--- src/rtl/spi_pkg.sv ---
// spi_pkg: shared FSM state encoding and default widths for the SPI master
package spi_pkg;
  localparam int DWIDTH_DEF = 8;
  localparam int DIVW_DEF = 8;
  typedef enum logic [2:0] {S_IDLE, S_LEAD, S_XFER, S_TRAIL, S_DONE} spi_state_e;
endpackage

--- src/rtl/spi_clkgen.sv ---
// spi_clkgen: half-period divider, one-cycle tick every i_div+1 enabled cycles
module spi_clkgen
  import spi_pkg::*;
#(
  parameter int DIVW = DIVW_DEF
) (
  input  logic            PCLK,
  input  logic            PRESETn,
  input  logic            i_en,
  input  logic [DIVW-1:0] i_div,
  output logic            o_tick
);
  logic [DIVW-1:0] r_cnt;
  assign o_tick = i_en && (r_cnt == i_div);
  // count up to i_div then wrap; held at zero while idle so each frame starts aligned
  always_ff @(posedge PCLK or negedge PRESETn)
    if (!PRESETn) r_cnt <= '0;
    else r_cnt <= (!i_en || o_tick) ? '0 : r_cnt + DIVW'(1);
endmodule

--- src/rtl/spi_master.sv ---
// spi_master: single-frame SPI master with configurable CPOL/CPHA and SCLK divider
module spi_master
  import spi_pkg::*;
#(
  parameter int DWIDTH = DWIDTH_DEF,
  parameter int DIVW = DIVW_DEF
) (
  input  logic              PCLK,
  input  logic              PRESETn,
  input  logic              start,
  input  logic [DWIDTH-1:0] tx_data,
  input  logic [DIVW-1:0]   clk_div,
  input  logic              cpol,
  input  logic              cpha,
  input  logic              miso,
  output logic              sclk,
  output logic              mosi,
  output logic              cs_n,
  output logic [DWIDTH-1:0] rx_data,
  output logic              busy,
  output logic              done
);
  localparam int EW = $clog2(2 * DWIDTH + 1);
  localparam logic [EW-1:0] LAST = EW'(2 * DWIDTH);
  spi_state_e        r_state;
  logic [DIVW-1:0]   r_div;
  logic              r_cpol, r_cpha, r_sclk, r_mosi, r_cs_n, r_busy, r_done;
  logic [DWIDTH-1:0] r_tx, r_rx, r_rx_data;
  logic [EW-1:0]     r_edge;
  logic              w_tick, w_run, w_sample;
  logic [EW-1:0]     w_edge;
  assign w_run = (r_state == S_LEAD) || (r_state == S_XFER) || (r_state == S_TRAIL);
  assign w_edge = r_edge + EW'(1);
  assign w_sample = w_edge[0] ^ r_cpha;
  assign sclk = r_sclk;
  assign mosi = r_mosi;
  assign cs_n = r_cs_n;
  assign rx_data = r_rx_data;
  assign busy = r_busy;
  assign done = r_done;
  spi_clkgen #(.DIVW(DIVW)) u_clkgen (
    .PCLK(PCLK),
    .PRESETn(PRESETn),
    .i_en(w_run),
    .i_div(r_div),
    .o_tick(w_tick)
  );
  // frame sequencer: latches the configuration at start, then walks LEAD/XFER/TRAIL/DONE
  always_ff @(posedge PCLK or negedge PRESETn)
    if (!PRESETn) begin
      r_state <= S_IDLE;
      r_div <= '0;
      r_cpol <= 1'b0;
      r_cpha <= 1'b0;
      r_sclk <= 1'b0;
      r_mosi <= 1'b0;
      r_cs_n <= 1'b1;
      r_busy <= 1'b0;
      r_done <= 1'b0;
      r_tx <= '0;
      r_rx <= '0;
      r_rx_data <= '0;
      r_edge <= '0;
    end else begin
      r_done <= 1'b0;
      case (r_state)
        S_IDLE: begin
          r_sclk <= cpol;
          r_mosi <= 1'b0;
          if (start) begin
            r_state <= S_LEAD;
            r_cs_n <= 1'b0;
            r_busy <= 1'b1;
            r_div <= clk_div;
            r_cpol <= cpol;
            r_cpha <= cpha;
            r_edge <= '0;
            r_tx <= cpha ? tx_data : {tx_data[DWIDTH-2:0], 1'b0};
            r_mosi <= !cpha && tx_data[DWIDTH-1];
          end
        end
        S_LEAD: if (w_tick) r_state <= S_XFER;
        S_XFER: if (w_tick) begin
          r_sclk <= ~r_sclk;
          r_edge <= w_edge;
          if (w_sample) r_rx <= {r_rx[DWIDTH-2:0], miso};
          else if (w_edge != LAST) begin
            r_mosi <= r_tx[DWIDTH-1];
            r_tx <= {r_tx[DWIDTH-2:0], 1'b0};
          end
          if (w_edge == LAST) r_state <= S_TRAIL;
        end
        S_TRAIL: if (w_tick) begin
          r_state <= S_DONE;
          r_cs_n <= 1'b1;
          r_done <= 1'b1;
          r_rx_data <= r_rx;
        end
        S_DONE: begin
          r_state <= S_IDLE;
          r_busy <= 1'b0;
          r_mosi <= 1'b0;
          r_sclk <= r_cpol;
        end
        default: r_state <= S_IDLE;
      endcase
    end
endmodule

--- config.mk ---
export PLATFORM = sky130hd
export DESIGN_NAME = spi_master
export DESIGN_NICKNAME = d
export VERILOG_FILES = /design/src/rtl/spi_pkg.sv /design/src/rtl/spi_clkgen.sv /design/src/rtl/spi_master.sv
export SDC_FILE = /design/constraint.sdc
export NUM_CORES = 1
export LEC_CHECK = 0
export CORE_ASPECT_RATIO = 2
export CORE_MARGIN = 2
export CORE_UTILIZATION = 56
export DETAILED_ROUTE_END_ITERATION = 16
export DONT_BUFFER_PORTS = 1
export HOLD_SLACK_MARGIN = 0.06
export PLACE_DENSITY = 0.85
export RECOVER_POWER = 25
export SLEW_MARGIN = 10
export SYNTH_ARGS = -nofsm -noshare
export SYNTH_HDL_FRONTEND = slang
export SYNTH_HIERARCHICAL = 1
export SYNTH_SLANG_ARGS = --single-unit
--- constraint.sdc ---
create_clock -name PCLK -period 2.6 [get_ports PCLK]
set_input_delay 0.26 -clock PCLK [delete_from_list [all_inputs] [get_ports PCLK]]
set_output_delay 0.26 -clock PCLK [all_outputs]
set_load 0.01 [all_outputs]
Word level (Yosys, flattened, before mapping)
Cells that the tools add are included.
Word-level totals
  register bits: 55
  bits of input ports: 22
  output and inout port bits: 13
  logic and storage cells: 84
Operators by class
  $add $sub $neg: 2
  equal/unequal tests: 14
  multiplexer cells: 30
  bitwise operators: 2
  reductions and logical operators: 22
Operator list (number)
  two-way mux 8 bit: 6
  case mux 8 bit (2 select lines): 1
  two-way mux 3 bit: 5
  case mux 3 bit (4 select lines): 1
  two-way mux 1 bit: 10
  two-way mux 5 bit: 2
  inequality test 2 x 1 -> 1 bit, second input constant: 5
  case mux 5 bit (2 select lines): 1
  AND reduction 5 bit: 2
  AND reduction 3 bit: 3
  adder 8 x 1 -> 8 bit, second input constant: 1
  equality test 8 bit: 1
  AND reduction 2 bit: 4
  equality test 3 x 2 -> 1 bit, second input constant: 2
  case mux 1 bit (3 select lines): 2
  nonzero test 2 bit: 3
  adder 5 x 1 -> 5 bit, second input constant: 1
  equality test 5 bit, second input constant: 1
  inequality test 5 bit, second input constant: 1
  inequality test 2 bit, second input constant: 2
  case mux 1 bit (2 select lines): 2
  AND reduction 4 bit: 1
  equality test 3 x 1 -> 1 bit, second input constant: 1
  equality test 3 bit, second input constant: 1
  other kinds (7): 11

Logic depth before layout (Yosys ltp)
  word-level depth: 6
  gate-level depth with buffers: 9
  gate-level depth less buffers: 8

By module
Netlist, hierarchy kept.
Modules (own cells, without submodules)
  spi_master: times used 1, cells an instance 191, area an instance 2152.1 sq um, sequential area each 1177.4 sq um
  spi_clkgen: times used 1, cells an instance 46, area an instance 500.5 sq um, sequential area each 200.2 sq um

Worst setup path before layout
No wires, ideal clock.
  kind: reg-to-reg
  start: reg r_div[7]
  end: reg r_tx[1]
  setup time: 0.125 ns
  data arrival time: 2.354 ns
  required time: 2.475 ns
  slack: 0.121 ns
  stages on the path, launching flop included: 8
  buffers on the path: 0
  period minus slack after synthesis: 2.479 ns
  cells stage by stage: dfrtp_1 xor2_2 nor4_2 and3_1 and4bb_2 o2bb2ai_2 a21oi_4 mux2_2
Between the ends
  word-level cells in the longest chain between the ends: 4
RTL lines
  from (decl): line spi_master.sv:26  | logic [DIVW-1:0] r_div;
  from (signal assigned): line spi_master.sv:74  | r_div <= clk_div;
  equality test 8 bit: line spi_clkgen.sv:14  | assign o_tick = i_en && (r_cnt == i_div);
  logical AND 1 bit: line spi_clkgen.sv:14
  named net w_tick: line spi_master.sv:30  | logic w_tick, w_run, w_sample;
  inequality test 2 x 1 -> 1 bit (no source line)
  AND reduction 5 bit (no source line)
  to (signal assigned): line spi_master.sv:78  | r_tx <= cpha ? tx_data : {tx_data[DWIDTH-2:0], 1'b0};
  to (signal assigned): line spi_master.sv:89  | r_tx <= {r_tx[DWIDTH-2:0], 1'b0};
  to (decl): line spi_master.sv:28  | logic [DWIDTH-1:0] r_tx, r_rx, r_rx_data;
The timed path passes the listed nets, and every way through them passes these cells.
A chain may end at the register's enable or synchronous reset.

Worst setup path after layout
  start: reg u_clkgen.r_cnt[4]
  end: reg r_mosi (netlist: mosi)
Between the ends
  word-level cells in the longest chain between the ends: 4
RTL lines
  from (decl): line spi_clkgen.sv:13  | logic [DIVW-1:0] r_cnt;
  from (signal assigned): line spi_clkgen.sv:18  | else r_cnt <= (!i_en || o_tick) ? '0 : r_cnt + DIVW'(1);
  equality test 8 bit: line spi_clkgen.sv:14
  logical AND 1 bit: line spi_clkgen.sv:14
  named net w_tick: line spi_master.sv:30
  inequality test 2 x 1 -> 1 bit (no source line)
  AND reduction 4 bit (no source line)
  to (signal assigned): line spi_master.sv:79  | r_mosi <= !cpha && tx_data[DWIDTH-1];
  to (signal assigned): line spi_master.sv:88  | r_mosi <= r_tx[DWIDTH-1];
  to (decl): line spi_master.sv:27  | logic r_cpol, r_cpha, r_sclk, r_mosi, r_cs_n, r_busy, r_done;
The timed path passes the listed nets, and every way through them passes these cells.

==> summary.txt <==
Status
  • Status: completed

Synthesis
  • Yosys reg bits: 55
  • Yosys cell types: 40
  • Avg Inst Size Synth: between 10 and 15 um^2
  • Area share of the largest cell type after synthesis: 50.9%
  • Ys Warns: 6
  • Dominant cell type by area after synthesis: dfrtp_1
  • Largest cells by area after synthesis: dfrtp_1, mux2_2, nand2_1
  • Syn_nets: between 200 and 300
  • Post-Synthesis Cells: about 240
  • Most frequent cell after synthesis: dfrtp_1
  • Commonest cells in the netlist: dfrtp_1, nand2_1, mux2_2
  • Post-synth EDFFs: 0
  • Seq/Total Area, Yosys: between 50% and 60%
  • Mapped Area: roughly 2700 um^2
  • Ys async rst share: 100%
  • Ys flop type: dfrtp_1

Setup path
  • Startpoint types: register
  • Crit-path slowest cell: dfrtp_1
  • Reg-to-reg slack, setup: between 0.2 and 0.25 ns
  • Worst path arrival time: 2.58 ns
  • Critical path's largest stage delay: between 0.4 and 0.5 ns
  • CP bufs+invs: 0
  • CP top delay family: simple AND/OR/NAND/NOR gates
  • Critical path type: reg -> reg
  • Crit path cell chain: xor2_1, nor4_2, and3_1, nand2b_1, a221oi_1, a21boi_0, mux2_2
  • CP Capture Type: register
  • CP Data Required Time: approximately 2.8 ns
  • Worst-path fanout max: 7

Placed design
  • RD Place Congestion: between 0.8 and 0.9
  • HPWL Detailed: around 3.5 mm
  • Post-place setup slack: about 0.28 ns
  • Dpl cell area: 2710 um^2
  • Port Buffers: 0

Flow run
  • MaxCap Viol Count: 0

Detailed routing
  • First-pass DRT Iterations: 4
  • Initial drt markers: 22
  • DRC Markers: 0
  • Post-DRT Antenna Nets: 0
  • DR vias/cell: between 5 and 6
  • Overall routed net length: 4.83 mm
  • WL per Instance: around 16 um
  • DR vias: between 1.5k and 2k

Layout
  • Cell area after layout: approximately 2900 um^2
  • Area growth from synthesis to layout: 7.88%
  • ANT cells: 0
  • Share of cells above drive strength 1: approximately a fifth
  • Fin nets: roughly 270

Floorplan
  • Core area: between 4000 and 5000 um^2
  • Initial core utilization: slightly below 60%
  • FP Rows: 35
  • Io pins: 35
  • Die width: ~53 um
  • DIE HEIGHT: roughly 100 um
  • Die area: 5340 um^2

Clocking
  • Worst-Skew Late Latency: 0.30 ns
  • Clock sinks: 55
  • Clock slew at reported path FFs: 0.09 ns
  • Total CTS buffers: 5
  • CTS hold repair buffers: 2
  • Post-CTS sizing: 0
  • CTS tree: built
  • Clock Tree Buf Depth: 2
  • Number of buffers added for setup after CTS: 0
  • Htree depth: 2
  • CTS root buf: clkbuf_8

Timing
  • Final Hold Vio Count: 0
  • Relative slew slack: 12.2%
  • Setup TNS: 0 ns
  • Worst Hold Slack: 0.0787 ns
  • Clock Skews: between 0.005 and 0.006 ns
  • Max Clk Rate: approximately 0.42 GHz
  • Setup ws final: approximately 0.22 ns
  • Slew Limit Fails: 0
  • Tcrit/Tclk final: around nine tenths
  • Unrepaired setup endpoints after global routing: false
  • Setup violators final: 0
  • Pin slew with the least headroom to its limit: 1.32 ns
  • Fin crit period: approximately 2.4 ns

GRT
  • Largest net degree at the start of global routing: 56
  • GRT Overall Usage: approximately 20%
  • Total gr overflow: 0
  • Global-route wire length before repair: about 8 mm
  • Initial antenna violation count: 0
  • Vias in the first global route: about 1.8k

Power
  • Cell Pwr Density: about 960 nW/um^2
  • Peak VDD IR: between 700 and 800 uV
  • P_leak: roughly 0.0013 uW

Worst hold path
  • Hold WC Path Type: in -> reg
==> routing by layer <==
layer | GRT usage [%] | wire [um] | up-vias
li1 | - | - | 837
met1 | 22.7 | 1800 | 866
met2 | 35.6 | 2700 | 44
met3 | 4.42 | 203 | 13
met4 | 10.7 | 129 | 0
met5 | 0 | 0 | -
==> power by group <==
group	internal [uW]	switching, uW
clock	385	266
sequential	1110	249
combinational	372	355
total	1870	870
==> stage by stage <==
step                total power [uW]  instances  util [%]
global placement                2060        289      59.0
detailed placement              2090        289      59.0
floorplan                       1920        237         -
CTS                             2760        299      62.7
global route                    2910        299      62.2
finish                          2740        299      62.2
==> state kept, by name, indices dropped and copies added, names as in the netlist, 3 cells and up <==
register and cells:
u_clkgen/r_cnt 8, r_tx 8, r_state 3, rx_data 8, r_rx 8, r_edge 5, r_div 8
==> cell families (layout without fill, tap and decap cells) <==
kind of cell / Yosys count / in the layout / share of synthesized area [%]
buffers and inverters: 17 / 24 / 2.97
muxes: 34 / 34 / 14.0
AOI/OAI and AO/OA: 37 / 37 / 9.72
DFF: 55 / 55 / 51.9
adders and majority gates: 2 / 2 / 0.943
xor gates and xnor gates: 15 / 15 / 5.52
and+or+nand+nor: 77 / 77 / 14.9
==> area by class of cell <==
cell class / count / area, um^2
sequential: 55 / 1380
clock inverter: 2 / 60.1
multi-input combinational: 165 / 1200
tap: 55 / 68.8
fill: 374 / 1740
inverter: 9 / 33.8
timing repair buffer: 7 / 52.6
clock buffer: 6 / 72.6
==> placed cells by master, fill, tap and decap left out, types with 2 or more instances in the layout <==
cell,netlist,layout
xor2_2,2,2
xnor2_1,3,3
ha_1,2,2
xor2_1,10,10
dfrtp_1,54,54
mux2i_1,9,9
buf_4,0,5
nand2_1,46,46
or3_1,3,3
nand3_1,6,6
nand2b_1,3,3
nor2_1,6,6
a211oi_1,5,5
a221oi_1,5,5
inv_1,8,8
clkbuf_8,0,5
mux2_2,25,25
bufinv_16,0,2
and3_1,2,2
a21oi_1,2,2
nor4_2,2,2
a22o_1,2,2
o21ai_0,17,17
==> worst paths after layout <==
path / from / end / depth (start not counted)
setup / recovery: u_clkgen/r_cnt[4] / mosi / 7
hold / removal: cpol / r_cpol / 2
setup reg to reg: u_clkgen/r_cnt[4] / mosi / 7
hold reg to reg: r_rx[7] / rx_data[7] / 2
max in group asynchronous: PRESETn / r_div[2] / 2
min in group asynchronous: PRESETn / r_rx[7] / 2
Power figures use the tool's default switching activity.
